### src/rtl/bus_port_fifo_if.sv
// Host push side and bus pop side of one terminal's input FIFO.
interface bus_port_fifo_if #(
    parameter int pckg_sz = 16,
    parameter int depth   = 8
) ();
    logic                       in_push;
    logic [pckg_sz-1:0]         in_data;
    logic                       full;
    logic [$clog2(depth+1)-1:0] count;
    logic                       pndng;
    logic                       pop;
    logic [pckg_sz-1:0]         D_pop;
    logic                       ovf;
    logic                       udf;
    logic                       self_drop;

    modport master (
        output in_push, in_data, pop,
        input  full, count, pndng, D_pop, ovf, udf, self_drop
    );
    modport slave (
        input  in_push, in_data, pop,
        output full, count, pndng, D_pop, ovf, udf, self_drop
    );
endinterface

### src/rtl/bus_port_fifo.sv
// Per-terminal input FIFO feeding the bus arbiter; self-addressed packets dropped. Stats: BUS_PORT_FIFO_STATS_EN.
// Latency: packet accepted at edge N is visible on D_pop/pndng in cycle N+1 (first-word-fall-through).
// Backpressure: none toward host; pushes into a full FIFO are lost and flagged on sticky ovf.
module bus_port_fifo #(
    parameter int         pckg_sz   = 16,
    parameter int         depth     = 8,
    parameter logic [7:0] id        = 8'h00,
    parameter logic [7:0] broadcast = 8'hFF
) (
    input  logic              clk,
    input  logic              reset,
    bus_port_fifo_if.slave    bus
`ifdef BUS_PORT_FIFO_STATS_EN
    ,
    output logic [15:0]       drop_cnt,
    output logic [15:0]       ovf_cnt
`endif
);
    localparam int            AW       = (depth > 1) ? $clog2(depth) : 1;
    localparam int            CW       = $clog2(depth + 1);
    localparam logic [CW-1:0] FULL_CNT = CW'(depth);

    logic [pckg_sz-1:0] mem [depth];
    logic [AW-1:0]      wr_ptr;
    logic [AW-1:0]      rd_ptr;
    logic [CW-1:0]      cnt;
    logic               ovf_q;
    logic               udf_q;
    logic               self_drop_q;

    logic [7:0]         dest;
    logic               eligible;
    logic               valid_pop;
    logic               wr_acc;
    logic               wr_rej;

    assign dest      = bus.in_data[pckg_sz-1 -: 8];
    assign eligible  = (dest != id) || (dest == broadcast);
    assign valid_pop = bus.pop && (cnt != '0);
    // A pop on a full FIFO frees the slot the push lands in during the same edge.
    assign wr_acc    = bus.in_push && eligible && ((cnt != FULL_CNT) || valid_pop);
    assign wr_rej    = bus.in_push && eligible && (cnt == FULL_CNT) && !valid_pop;

    always_ff @(posedge clk) begin
        if (!reset) begin
            wr_ptr      <= '0;
            rd_ptr      <= '0;
            cnt         <= '0;
            ovf_q       <= 1'b0;
            udf_q       <= 1'b0;
            self_drop_q <= 1'b0;
        end else begin
            if (wr_acc)
                wr_ptr <= wr_ptr + AW'(1);
            if (valid_pop)
                rd_ptr <= rd_ptr + AW'(1);
            if (wr_acc && !valid_pop)
                cnt <= cnt + CW'(1);
            else if (valid_pop && !wr_acc)
                cnt <= cnt - CW'(1);
            if (wr_rej)
                ovf_q <= 1'b1;
            if (bus.pop && (cnt == '0))
                udf_q <= 1'b1;
            self_drop_q <= bus.in_push && !eligible;
        end
    end

    // Storage is never cleared; reset only blocks the write.
    always_ff @(posedge clk) begin
        if (reset && wr_acc)
            mem[wr_ptr] <= bus.in_data;
    end

    assign bus.count     = cnt;
    assign bus.full      = (cnt == FULL_CNT);
    assign bus.pndng     = (cnt != '0);
    assign bus.D_pop     = (cnt != '0) ? mem[rd_ptr] : '0;
    assign bus.ovf       = ovf_q;
    assign bus.udf       = udf_q;
    assign bus.self_drop = self_drop_q;

`ifdef BUS_PORT_FIFO_STATS_EN
    always_ff @(posedge clk) begin
        if (!reset) begin
            drop_cnt <= '0;
            ovf_cnt  <= '0;
        end else begin
            if (bus.in_push && !eligible && (drop_cnt != 16'hFFFF))
                drop_cnt <= drop_cnt + 16'd1;
            if (wr_rej && (ovf_cnt != 16'hFFFF))
                ovf_cnt <= ovf_cnt + 16'd1;
        end
    end
`endif
endmodule

### src/flat_wrapper.sv
// flat-port wrapper written by rule: the top's interface ports become plain ports
module bus_port_fifo_flat 
#(
    parameter int         pckg_sz   = 16,
    parameter int         depth     = 8,
    parameter logic [7:0] id        = 8'h00,
    parameter logic [7:0] broadcast = 8'hFF
)
  (clk, reset, bus_in_push, bus_in_data, bus_pop, bus_full, bus_count, bus_pndng, bus_D_pop, bus_ovf, bus_udf, bus_self_drop);
  bus_port_fifo_if #(.pckg_sz(pckg_sz), .depth(depth)) bus_i ();
  input  logic clk;
  input  logic reset;
  input wire logic [$bits(bus_i.in_push)-1:0] bus_in_push;
  input wire logic [$bits(bus_i.in_data)-1:0] bus_in_data;
  input wire logic [$bits(bus_i.pop)-1:0] bus_pop;
  output wire logic [$bits(bus_i.full)-1:0] bus_full;
  output wire logic [$bits(bus_i.count)-1:0] bus_count;
  output wire logic [$bits(bus_i.pndng)-1:0] bus_pndng;
  output wire logic [$bits(bus_i.D_pop)-1:0] bus_D_pop;
  output wire logic [$bits(bus_i.ovf)-1:0] bus_ovf;
  output wire logic [$bits(bus_i.udf)-1:0] bus_udf;
  output wire logic [$bits(bus_i.self_drop)-1:0] bus_self_drop;
  assign bus_i.in_push = bus_in_push;
  assign bus_i.in_data = bus_in_data;
  assign bus_i.pop = bus_pop;
  assign bus_full = bus_i.full;
  assign bus_count = bus_i.count;
  assign bus_pndng = bus_i.pndng;
  assign bus_D_pop = bus_i.D_pop;
  assign bus_ovf = bus_i.ovf;
  assign bus_udf = bus_i.udf;
  assign bus_self_drop = bus_i.self_drop;
  bus_port_fifo #(.pckg_sz(pckg_sz), .depth(depth), .id(id), .broadcast(broadcast)) u_core (.clk(clk), .reset(reset), .bus(bus_i));
endmodule
### config.mk
export PLATFORM = sky130hd
export DESIGN_NAME = bus_port_fifo_flat
export DESIGN_NICKNAME = d
export VERILOG_FILES = /design/src/rtl/bus_port_fifo_if.sv /design/src/rtl/bus_port_fifo.sv /design/src/flat_wrapper.sv
export SDC_FILE = /design/constraint.sdc
export NUM_CORES = 1
export LEC_CHECK = 0
export CAP_MARGIN = 10
export CORE_MARGIN = 4
export CORE_UTILIZATION = 45
export DETAILED_ROUTE_END_ITERATION = 8
export PLACE_DENSITY = 0.7
export REMOVE_ABC_BUFFERS = 1
export SETUP_SLACK_MARGIN = 0.4
export SLEW_MARGIN = 20
export SYNTH_ARGS = -nofsm -noshare
export SYNTH_HDL_FRONTEND = slang
export SYNTH_SLANG_ARGS = --single-unit
### constraint.sdc
create_clock -name clk -period 2.9 [get_ports clk]
set_clock_uncertainty 0.05 [all_clocks]
set_input_delay 0.435 -clock clk [delete_from_list [all_inputs] [get_ports clk]]
set_output_delay 0.435 -clock clk [all_outputs]
set_load 0.01 [all_outputs]
==> flow_summary.json <==
{
  "p_per_area_mw_per_mm2": 908.2,
  "synth.avg_cell_area_um2": 19.52,
  "grt_max_degree": 33,
  "start_util_pct": 46.38,
  "io_pins": 45,
  "clock.fmax_ghz": 0.3954,
  "gp_routability_congestion": 0.7982,
  "relSlewSlack_pct": 43.63,
  "power.total_uw": 6855,
  "area_delta_synth_final_pct": 33.81,
  "clk-insertion-delay-late_ns": 0.41,
  "fin_cells": 572,
  "diodes": 0,
  "fillers": 850,
  "gr-total-overflow": 0,
  "whs_ns": 0.3295,
  "hold_viol": 0,
  "worstSetupPathType": "flip-flop to output pin",
  "cts_made_buffers": 17,
  "ys_seq_elements": 144,
  "final_cell_mix": "128 x edfxtp_1, 34 x buf_4, 32 x mux4_2",
  "netlist_instances": 289,
  "worst_slew_pin_slew_ns": 0.8410,
  "min_path_type": "input port to flip-flop",
  "yosysSeqAreaShare_pct": 73.82,
  "grt_pass1_wl_um": 18350,
  "drv_cap": 0,
  "track_usage_pct": 17.40,
  "grt_pass1_vias": 3247,
  "wire_per_inst_um": 20.45,
  "final_common_cell": "edfxtp_1",
  "clkSinkCount": 144,
  "setup_viol": 0,
  "placed_cells": 522,
  "dp.final_hpwl_um": 6615,
  "critical_path_arrival_ns": 2.04,
  "rsz0062_at_grt": "true",
  "cts_max_level": 4,
  "drive_gt1_share_pct": 37.87,
  "period_needed_ns": 2.529,
  "synth.distinct_cells": 32,
  "finish.utilization_pct": 62.06,
  "drtIter0Drc": 192,
  "ant_nets": 0,
  "postCtsHoldBufs": 0,
  "fin_nets": 417,
  "cp_data_required_time_ns": 2.41,
  "outcome": "finished clean",
  "die_h_um": 120.0,
  "die_width_um": 120.0,
  "period_share_pct": 87.20,
  "vias_per_cell": 5.266,
  "crit_path_start_kind": "flip-flop",
  "slew_viol_final": 0,
  "coreArea_mm2": 0.01216,
  "vdd_drop_max_mv": 0.5005,
  "netlist_area_mm2": 0.005640,
  "rows": 40,
  "cts_root_buffer": "clkbuf_16",
  "drt-total-wl_um": 11700,
  "drt_first_pass_iters": 5,
  "drc_errors": 0,
  "ys_warn_count": 0,
  "antenna_found_initial": 0,
  "critPathCaptureType": "output pin",
  "clock_path_buffers": 2,
  "critPathMaxFanout": 5,
  "dieArea_mm2": 0.01439,
  "cts_tree": "yes",
  "vias": 3012,
  "leakage_uw": 0.002598,
  "numPortBuffers": 44,
  "path_clk_slew_ns": 0.05
}
through the flow:
step	worst slack (ns)	setup TNS, ns	area [um2]
3_5_place_dp	-0.1912	-0.9351	6623
3_3_place_gp	-0.1236	-0.3641	6623
5_1_grt	0.2708	0	7547
4_1_cts	0.3135	0	7420
2_1_floorplan	0.1121	0	5585
6_report	0.3712	0	7547
layout make-up:
type / count / area (um2) / share of cell area (%)
tap: 168 / 210.2 / 2.785
sequential: 144 / 4174 / 55.30
timing repair buffer: 96 / 953.4 / 12.63
multi-input combinational: 129 / 1521 / 20.16
clock inverter: 12 / 237.7 / 3.150
inverter: 3 / 13.76 / 0.1824
clock buffer: 20 / 436.7 / 5.786
metal layers:
| metal | routed length, um | global-route usage (%) | vias up | part of all wire [%] |
|---|---|---|---|---|
| met2 | 6266 | 30.03 | 108 | 54 |
| met4 | 148 | 5.583 | 0 | 1.3 |
| met3 | 709 | 4.760 | 15 | 6.1 |
| li1 | - | - | 1358 | - |
| met1 | 4573 | 21.29 | 1531 | 39 |
| met5 | 0 | 0 | - | 0 |
flip-flops by register name (all words and copies together), names as in the netlist, named ones only:
signal	cells
u_core.bus.udf	1
u_core.mem	128
u_core.bus.ovf	1
u_core.rd_ptr	3
u_core.bus.self_drop	1
u_core.wr_ptr	3
u_core.bus.count	4
worst max-delay path: stages (launching register included):
cell	delay [ns]
dfxtp_4	0.41
buf_4	0.13
buf_6	0.12
mux4_2	0.53
mux2i_2	0.23
nor2_1	0.07
buf_2	0.14
worst paths after layout:
check | startpoint | endpoint | slack [ns] | depth (start not counted)
worst max-delay path | flip-flop | bus_D_pop[14] | 0.37 | 6
worst min-delay path | bus_in_data[15] | u_core.bus.self_drop$_SDFF_PN0_ | 0.33 | 3
worst max register to register | u_core.bus.count[0]$_SDFFE_PN0P_ | u_core.bus.count[1]$_SDFFE_PN0P_ | 0.51 | 9
worst min register to register | u_core.bus.ovf$_SDFFE_PN0P_ | u_core.bus.ovf$_SDFFE_PN0P_ | 0.43 | 1
synth_stat cells, drive strengths merged:
cell	instances	area share (%)
nor3	8	0.71
edfxtp	128	68
mux2i	20	3.5
o221a	1	0.35
clkbuf	7	0.47
and2	5	0.55
nand2b	4	0.49
or4	2	0.27
mux4	32	13
fa	1	0.35
nor4	1	0.38
inv	3	0.20
o21ai	3	0.27
a211oi	1	0.13
buf	6	0.51
nand2	10	0.71
xnor2	4	0.62
a21oi	2	0.18
or4b	1	0.24
ha	5	1.1
a31oi	1	0.11
dfxtp	16	5.7
a21boi	1	0.13
nor2b	2	0.22
nand3	5	0.44
nor2	19	1.3
o21a	1	0.13
timing repair:
item,in CTS,in global routing
gates resized for setup,67,28
buffers inserted,10,7
pin swaps,5,13
setup endpoints to repair,30,29
gates cloned,1,0
power breakdown:
part | leakage [uW] | internal [uW] | total (uW) | switching (uW)
sequential | 0.00129 | 2360 | 2450 | 81.9
clock | 0.000328 | 1690 | 2480 | 785
combinational | 0.000981 | 1100 | 1930 | 834
total | 0.00260 | 5150 | 6850 | 1700
logic make-up (layout without fill, tap and decap cells):
kind of cell / Yosys count / in the layout / share of synthesized area, %
buf+inv: 16 / 131 / 1.176
simple gates: 57 / 57 / 5.279
compound gates: 10 / 10 / 1.309
fa+ha+maj: 6 / 6 / 1.464
mux: 52 / 52 / 16.33
xor+xnor: 4 / 4 / 0.6211
flops: 144 / 144 / 73.82
(Power assumes the default switching activity.)
